File: config.mk
export PLATFORM = sky130hd
export DESIGN_NAME = inst_fetch_unit
export DESIGN_NICKNAME = d
export VERILOG_FILES = /design/src/rtl/riscv_fetch_pkg.sv /design/src/rtl/fetch_fifo.sv /design/src/rtl/inst_fetch_unit.sv
export SDC_FILE = /design/constraint.sdc
export NUM_CORES = 1
export LEC_CHECK = 0
export CORE_ASPECT_RATIO = 1.2
export CORE_MARGIN = 5
export CORE_UTILIZATION = 54
export CTS_BUF_LIST = sky130_fd_sc_hd__clkbuf_8
export CTS_CLUSTER_SIZE = 12
export DETAILED_ROUTE_END_ITERATION = 7
export HOLD_SLACK_MARGIN = 0.15
export PLACE_DENSITY = 0.93
export SLEW_MARGIN = 20
export SYNTH_ARGS = -nofsm -noshare
export SYNTH_HDL_FRONTEND = slang
export SYNTH_HIERARCHICAL = 1
export SYNTH_SLANG_ARGS = --single-unit
File: constraint.sdc
create_clock -name clk -period 3.4 [get_ports clk]
set_clock_uncertainty 0.05 [all_clocks]
set_input_delay 0.68 -clock clk [delete_from_list [all_inputs] [get_ports clk]]
set_output_delay 0.68 -clock clk [all_outputs]
set_load 0.1 [all_outputs]
File: src/rtl/riscv_fetch_pkg.sv
// rtl/riscv_fetch_pkg.sv - shared types and constants for the instruction fetch unit
package riscv_fetch_pkg;

   typedef enum logic [1:0] {
      S_IDLE    = 2'd0,
      S_FETCH   = 2'd1,
      S_DISCARD = 2'd2,
      S_HALT    = 2'd3
   } fetch_state_t;

   typedef struct packed {
      logic [31:0] pc;
      logic [31:0] inst;
   } fetch_entry_t;

   localparam logic [31:0] NOP_INST   = 32'h0000_0013;
   localparam logic [31:0] INST_BYTES = 32'd4;

endpackage

File: src/rtl/fetch_fifo.sv
// rtl/fetch_fifo.sv - prefetch queue of {pc, inst} entries with push/pop/flush
// Flush wins over a same-cycle push or pop; the head is read combinationally.
module fetch_fifo
   import riscv_fetch_pkg::*;
#(
   parameter int           DEPTH       = 2,
   parameter fetch_entry_t RESET_ENTRY = '0,
   localparam int          CW          = $clog2(DEPTH + 1)
) (
   input  logic          clk,
   input  logic          rst_b,
   input  logic          i_push,
   input  logic          i_pop,
   input  logic          i_flush,
   input  fetch_entry_t  i_data,
   output fetch_entry_t  o_head,
   output logic          o_full,
   output logic          o_empty,
   output logic [CW-1:0] o_count
);

   localparam int PW = (DEPTH > 1) ? $clog2(DEPTH) : 1;

   fetch_entry_t  r_mem [DEPTH];
   logic [PW-1:0] r_rd_ptr;
   logic [PW-1:0] r_wr_ptr;
   logic [CW-1:0] r_count;
   logic          w_do_push;
   logic          w_do_pop;

   function automatic logic [PW-1:0] next_ptr(input logic [PW-1:0] p);
      return (p == PW'(DEPTH - 1)) ? '0 : p + PW'(1);
   endfunction

   assign o_full    = (r_count == CW'(DEPTH));
   assign o_empty   = (r_count == '0);
   assign o_count   = r_count;
   assign o_head    = r_mem[r_rd_ptr];
   assign w_do_push = i_push & (~o_full | i_pop) & ~i_flush;
   assign w_do_pop  = i_pop & ~o_empty & ~i_flush;

   always_ff @(posedge clk or negedge rst_b) begin
      if (!rst_b) begin
         r_rd_ptr <= '0;
         r_wr_ptr <= '0;
         r_count  <= '0;
         for (int i = 0; i < DEPTH; i++) begin
            r_mem[i] <= RESET_ENTRY;
         end
      end else if (i_flush) begin
         r_rd_ptr <= '0;
         r_wr_ptr <= '0;
         r_count  <= '0;
      end else begin
         if (w_do_push) begin
            r_mem[r_wr_ptr] <= i_data;
            r_wr_ptr        <= next_ptr(r_wr_ptr);
         end
         if (w_do_pop) begin
            r_rd_ptr <= next_ptr(r_rd_ptr);
         end
         case ({w_do_push, w_do_pop})
            2'b10:   r_count <= r_count + CW'(1);
            2'b01:   r_count <= r_count - CW'(1);
            default: r_count <= r_count;
         endcase
      end
   end

endmodule

File: src/rtl/inst_fetch_unit.sv
// rtl/inst_fetch_unit.sv - fetch FSM, PC sequencing and memory/core handshakes
// FETCH_PREFETCH_EN: defined -> FIFO_DEPTH-entry prefetch queue; undefined -> single entry.
module inst_fetch_unit
   import riscv_fetch_pkg::*;
#(
   parameter logic [31:0] RESET_PC   = 32'h0000_0000,
   parameter int          FIFO_DEPTH = 2
) (
   input  logic        clk,
   input  logic        rst_b,
   output logic        imem_req,
   output logic [31:0] imem_addr,
   input  logic        imem_ready,
   input  logic [31:0] imem_rdata,
   output logic        inst_valid,
   input  logic        inst_ready,
   output logic [31:0] inst,
   output logic [31:0] inst_pc,
   input  logic        redirect_valid,
   input  logic [31:0] redirect_pc,
   input  logic        halted
);

`ifdef FETCH_PREFETCH_EN
   localparam int Q_DEPTH = FIFO_DEPTH;
`else
   // Single entry, never more than the configured queue.
   localparam int Q_DEPTH = (FIFO_DEPTH > 1) ? 1 : FIFO_DEPTH;
`endif
   localparam int           CW          = $clog2(Q_DEPTH + 1);
   localparam fetch_entry_t RESET_ENTRY = '{pc: RESET_PC, inst: NOP_INST};

   fetch_state_t  r_state;
   fetch_state_t  w_next_state;
   logic [31:0]   r_fetch_pc;
   logic [31:0]   r_discard_addr;
   logic          r_pending;
   logic          w_complete;
   logic          w_push;
   logic          w_pop;
   logic          w_full;
   logic          w_empty;
   logic          w_full_next;
   logic          w_room;
   logic [CW-1:0] w_count;
   logic [31:0]   w_redirect_target;
   fetch_entry_t  w_push_data;
   fetch_entry_t  w_head;

   // A request already on the bus must be held; only new ones are gated.
   assign imem_req   = (r_state == S_DISCARD) |
                       ((r_state == S_FETCH) & (r_pending | (~halted & ~redirect_valid)));
   assign imem_addr  = (r_state == S_DISCARD) ? r_discard_addr : r_fetch_pc;
   assign w_complete = imem_req & imem_ready;
   assign w_push     = (r_state == S_FETCH) & w_complete & ~redirect_valid & ~halted;
   assign w_pop      = inst_valid & inst_ready;
   assign inst_valid = ~w_empty;
   assign inst       = w_head.inst;
   assign inst_pc    = w_head.pc;
   assign w_room     = ~w_full | w_pop;
   assign w_push_data       = '{pc: imem_addr, inst: imem_rdata};
   assign w_redirect_target = redirect_pc & ~32'h0000_0003;

   always_comb begin
      w_full_next = w_full;
      if (w_push && !w_pop) begin
         w_full_next = (w_count == CW'(Q_DEPTH - 1));
      end else if (!w_push && w_pop) begin
         w_full_next = 1'b0;
      end
   end

   fetch_fifo #(
      .DEPTH       (Q_DEPTH),
      .RESET_ENTRY (RESET_ENTRY)
   ) u_fifo (
      .clk     (clk),
      .rst_b   (rst_b),
      .i_push  (w_push),
      .i_pop   (w_pop),
      .i_flush (redirect_valid),
      .i_data  (w_push_data),
      .o_head  (w_head),
      .o_full  (w_full),
      .o_empty (w_empty),
      .o_count (w_count)
   );

   always_comb begin
      w_next_state = r_state;
      case (r_state)
         S_IDLE: begin
            if (halted)                        w_next_state = S_HALT;
            else if (redirect_valid || w_room) w_next_state = S_FETCH;
         end
         S_FETCH: begin
            if (!imem_req) begin
               if (halted) w_next_state = S_HALT;
            end else if (imem_ready) begin
               if (halted)              w_next_state = S_HALT;
               else if (redirect_valid) w_next_state = S_FETCH;
               else if (w_full_next)    w_next_state = S_IDLE;
            end else if (redirect_valid) begin
               w_next_state = S_DISCARD;
            end
         end
         S_DISCARD: begin
            if (imem_ready) w_next_state = halted ? S_HALT : S_FETCH;
         end
         S_HALT:  w_next_state = S_HALT;
         default: w_next_state = S_IDLE;
      endcase
   end

   always_ff @(posedge clk or negedge rst_b) begin
      if (!rst_b) begin
         r_state        <= S_IDLE;
         r_fetch_pc     <= RESET_PC;
         r_discard_addr <= RESET_PC;
         r_pending      <= 1'b0;
      end else begin
         r_state   <= w_next_state;
         r_pending <= imem_req & ~imem_ready;
         // Freeze the abandoned address while DISCARD drains it.
         if (r_state != S_DISCARD) begin
            r_discard_addr <= r_fetch_pc;
         end
         if (redirect_valid) begin
            r_fetch_pc <= w_redirect_target;
         end else if (w_push) begin
            r_fetch_pc <= r_fetch_pc + INST_BYTES;
         end
      end
   end

endmodule
==> run metrics <==
status completed; number of flops mapped to enable cells by yosys 0; fillers 754; final worst-path cycle share 85.81%; Setup WS post-layout 0.4823 ns; H-tree depth 4; Leakage 3.660 nW; Max Slew Vio Count 0; Final Wtd Congestion 0.8658; Max clock buf depth 2; ANT nets after route 0; Mapped Avg Cell Area 12.86 sq um; crit start category register; Post-CTS Setup Inserts 0; asr flop ratio synth 100.0%; switching share of power 33.86%; Worst EP arrival 2.19 ns; Slew @ Worst Pin 0.9632 ns; worst vdd ir roughly 0.32 mV; start of the worst register-to-register path r_fetch_pc[2]; Final setup viols 0; die area 13470 sq um; DRT Wirelength between 15 and 20 mm; unrepaired setup endpoints after global routing no; pin count of the biggest net entering global routing 124; clock slew at reported path FFs 0.08 ns; Gate power share 21.6%; Ant. Diodes 0; Final Core Density slightly above 70%; Clock Sink Count 128; r2r setup slk 1.08 ns; Slowest cell on crit path o21ai_0; Slew Limit Headroom 35.79%; warnings from Yosys 6; std cell rows 42; maxcap violations 0; first-pass GRT wire length 24.85 mm; GRT Residual Overflow 0; core area roughly 11000 sq um; Root Buffer clkbuf_8; HPWL after DPL between 10 and 15 mm; IO Pins 168; FF-to-FF path depth 5; Cell Pwr Density about 460 nW/um^2; routed vias 4590; Starting Density 54.99%; hold_buf cts 0; RR Endpoint r_fetch_pc[20]; GRT Total Usage 23.38%; P&R area growth vs syn 31.81%; mean routed wirelength per cell 19.64 um; post-synthesis sequential area ratio 52.85%; CP Class reg2out; clock network fraction of design power 33.4%; crit-path max cell delay 0.53 ns; number of global-route vias before repair 4746; CP cell instances nor2b_2 > buf_4 > o21ai_0 > buf_12; Synth Instances 472; post-place setup slack 0.4698 ns; synth unique cells around 60; P_int 2.457 mW; Post-CTS Resized 0; DRC 0; initial antenna violation count 0; Die Y-Extent 126.1 um; CP max FO 24; Final #Nets roughly 710; mapped cell area 6068 sq um; DR iter-0 viols between 200 and 250; insertion delay to the later sink of the worst-skew pair 0.44 ns; CTS Buf Count 17; DR pass1 iterations 4; share of post-route cells with drive strength above 1 37.21%; Final Hold Viols 0; Top FF cell, synth dfrtp_1; Reg power frac 45.1%; Worst setup EP type output pin; Die X 106.8 um; switching power of the nets around 1.3 mW; Seq cells post-synth between 100 and 150; post-layout min period 2.918 ns; CTS tree yes; Via density 5.847; max frequency 0.3427 GHz; port bufs 163; Req. time, crit path roughly 2.7 ns; Hold Crit Class in2async
cells in the mapped netlist, types with 6 or more instances:
library cell	count	area [sq um]
and2_1	6	37.54
buf_12	6	120.1
clkbuf_1	12	45.04
dfrtp_1	125	3128
inv_1	12	45.04
mux2_2	27	304.0
mux2_4	60	900.9
nand2_1	47	176.4
nand3_1	18	90.09
nand4_1	14	87.58
nor2_1	7	26.28
nor3_1	7	35.03
o211ai_1	9	67.56
o21ai_0	14	70.07
o311ai_1	17	148.9
or4_1	6	45.04
metal layers:
metal  global-route usage, %  wire (um)  vias to the layer above
met2                   39.88       7971                      190
met4                   8.804        425                        0
met3                   6.551       1018                       34
met1                   28.11       6001                     2277
met5                       0          0                        -
li1                        -          -                     2089
worst max path at each step:
stage	from	slack (ns)	end	cells past startpoint
2_1_floorplan	r_state[1]	-0.55	imem_addr[18]	5
3_3_place_gp	imem_ready	0.52	u_fifo/r_mem[55]	7
3_5_place_dp	imem_ready	0.47	u_fifo/r_mem[55]	7
4_1_cts	r_state[1]	0.47	imem_addr[30]	4
5_1_grt	r_state[1]	0.35	imem_addr[30]	4
6_report	r_state[1]	0.48	imem_addr[30]	4
kinds of logic (layout without fill, tap and decap cells):
kind of cell,count (synthesis),after routing,share of synthesized area [%]
buffers and inverters,41,219,4.557
adders and majority gates,1,1,0.2062
and+or+nand+nor,141,141,13.55
AOI/OAI and AO/OA,71,71,8.578
other,1,4,0.06180
DFF,128,128,52.85
muxes,89,89,20.21
power by group through the flow:
stage	logic, mW	registers, mW	clock network [mW]
2_1_floorplan	0.405	1.82	0
3_3_place_gp	0.791	1.70	0
3_5_place_dp	0.804	1.70	0
4_1_cts	0.806	1.67	1.26
5_1_grt	0.836	1.69	1.33
6_report	0.801	1.68	1.24
cell type report:
class,count,area [sq um],area share (%)
multi-input cells,306,2605,32.57
inverters,14,52.55,0.6570
well taps,132,165.2,2.065
repair buffers,173,1595,19.94
clock buffers,19,261.5,3.269
clock inverters,13,112.6,1.408
flip-flops and latches,128,3207,40.09
registers in the layout, summed over array words and instances, names as in the netlist:
signal / cells
u_fifo/o_count: 1
r_state: 2
r_fetch_pc: 30
r_discard_addr: 30
u_fifo/r_mem: 64
r_pending: 1
layout by cell type (no fill, tap or decap), types with 4 or more instances in the layout:
cell | synthesis | final
nor2b_1 | 5 | 4
nand2_1 | 47 | 47
inv_1 | 12 | 12
nand3_1 | 18 | 18
nor2_1 | 7 | 7
buf_4 | 3 | 96
conb_1 | 1 | 4
a21oi_1 | 4 | 4
clkdlybuf4s50_1 | 0 | 66
o21ai_0 | 14 | 14
clkinv_2 | 0 | 5
a221o_1 | 4 | 4
o311ai_1 | 17 | 17
and4_1 | 4 | 4
nor3_1 | 7 | 7
or4_1 | 6 | 6
mux2_2 | 27 | 27
o21ai_1 | 4 | 4
dfrtp_1 | 125 | 125
clkbuf_8 | 0 | 20
o211ai_1 | 9 | 9
nand4_1 | 14 | 14
and2_1 | 6 | 6
buf_12 | 6 | 10
mux2_4 | 60 | 60
worst max-delay path: cells and delay by family (launching register included):
| family | cells | cell delay, ns |
|---|---|---|
| flops | 1 | 0.50 |
| simple gates | 1 | 0.22 |
| compound gates | 1 | 0.53 |
| buf+inv | 2 | 0.49 |
stage by stage:
step	area, sq um	instances	setup TNS [ns]	hold WS [ns]	total power [mW]
detailed placement	7622	753	0	0.4450	2.505
global placement	7622	753	0	0.4436	2.487
global route	7999	785	0	0.3900	3.851
CTS	7996	785	0	0.4026	3.735
finish	7999	785	0	0.3054	3.715
floorplan	6080	475	-7.894	0.3344	2.222
Power figures use the tool's default switching activity.
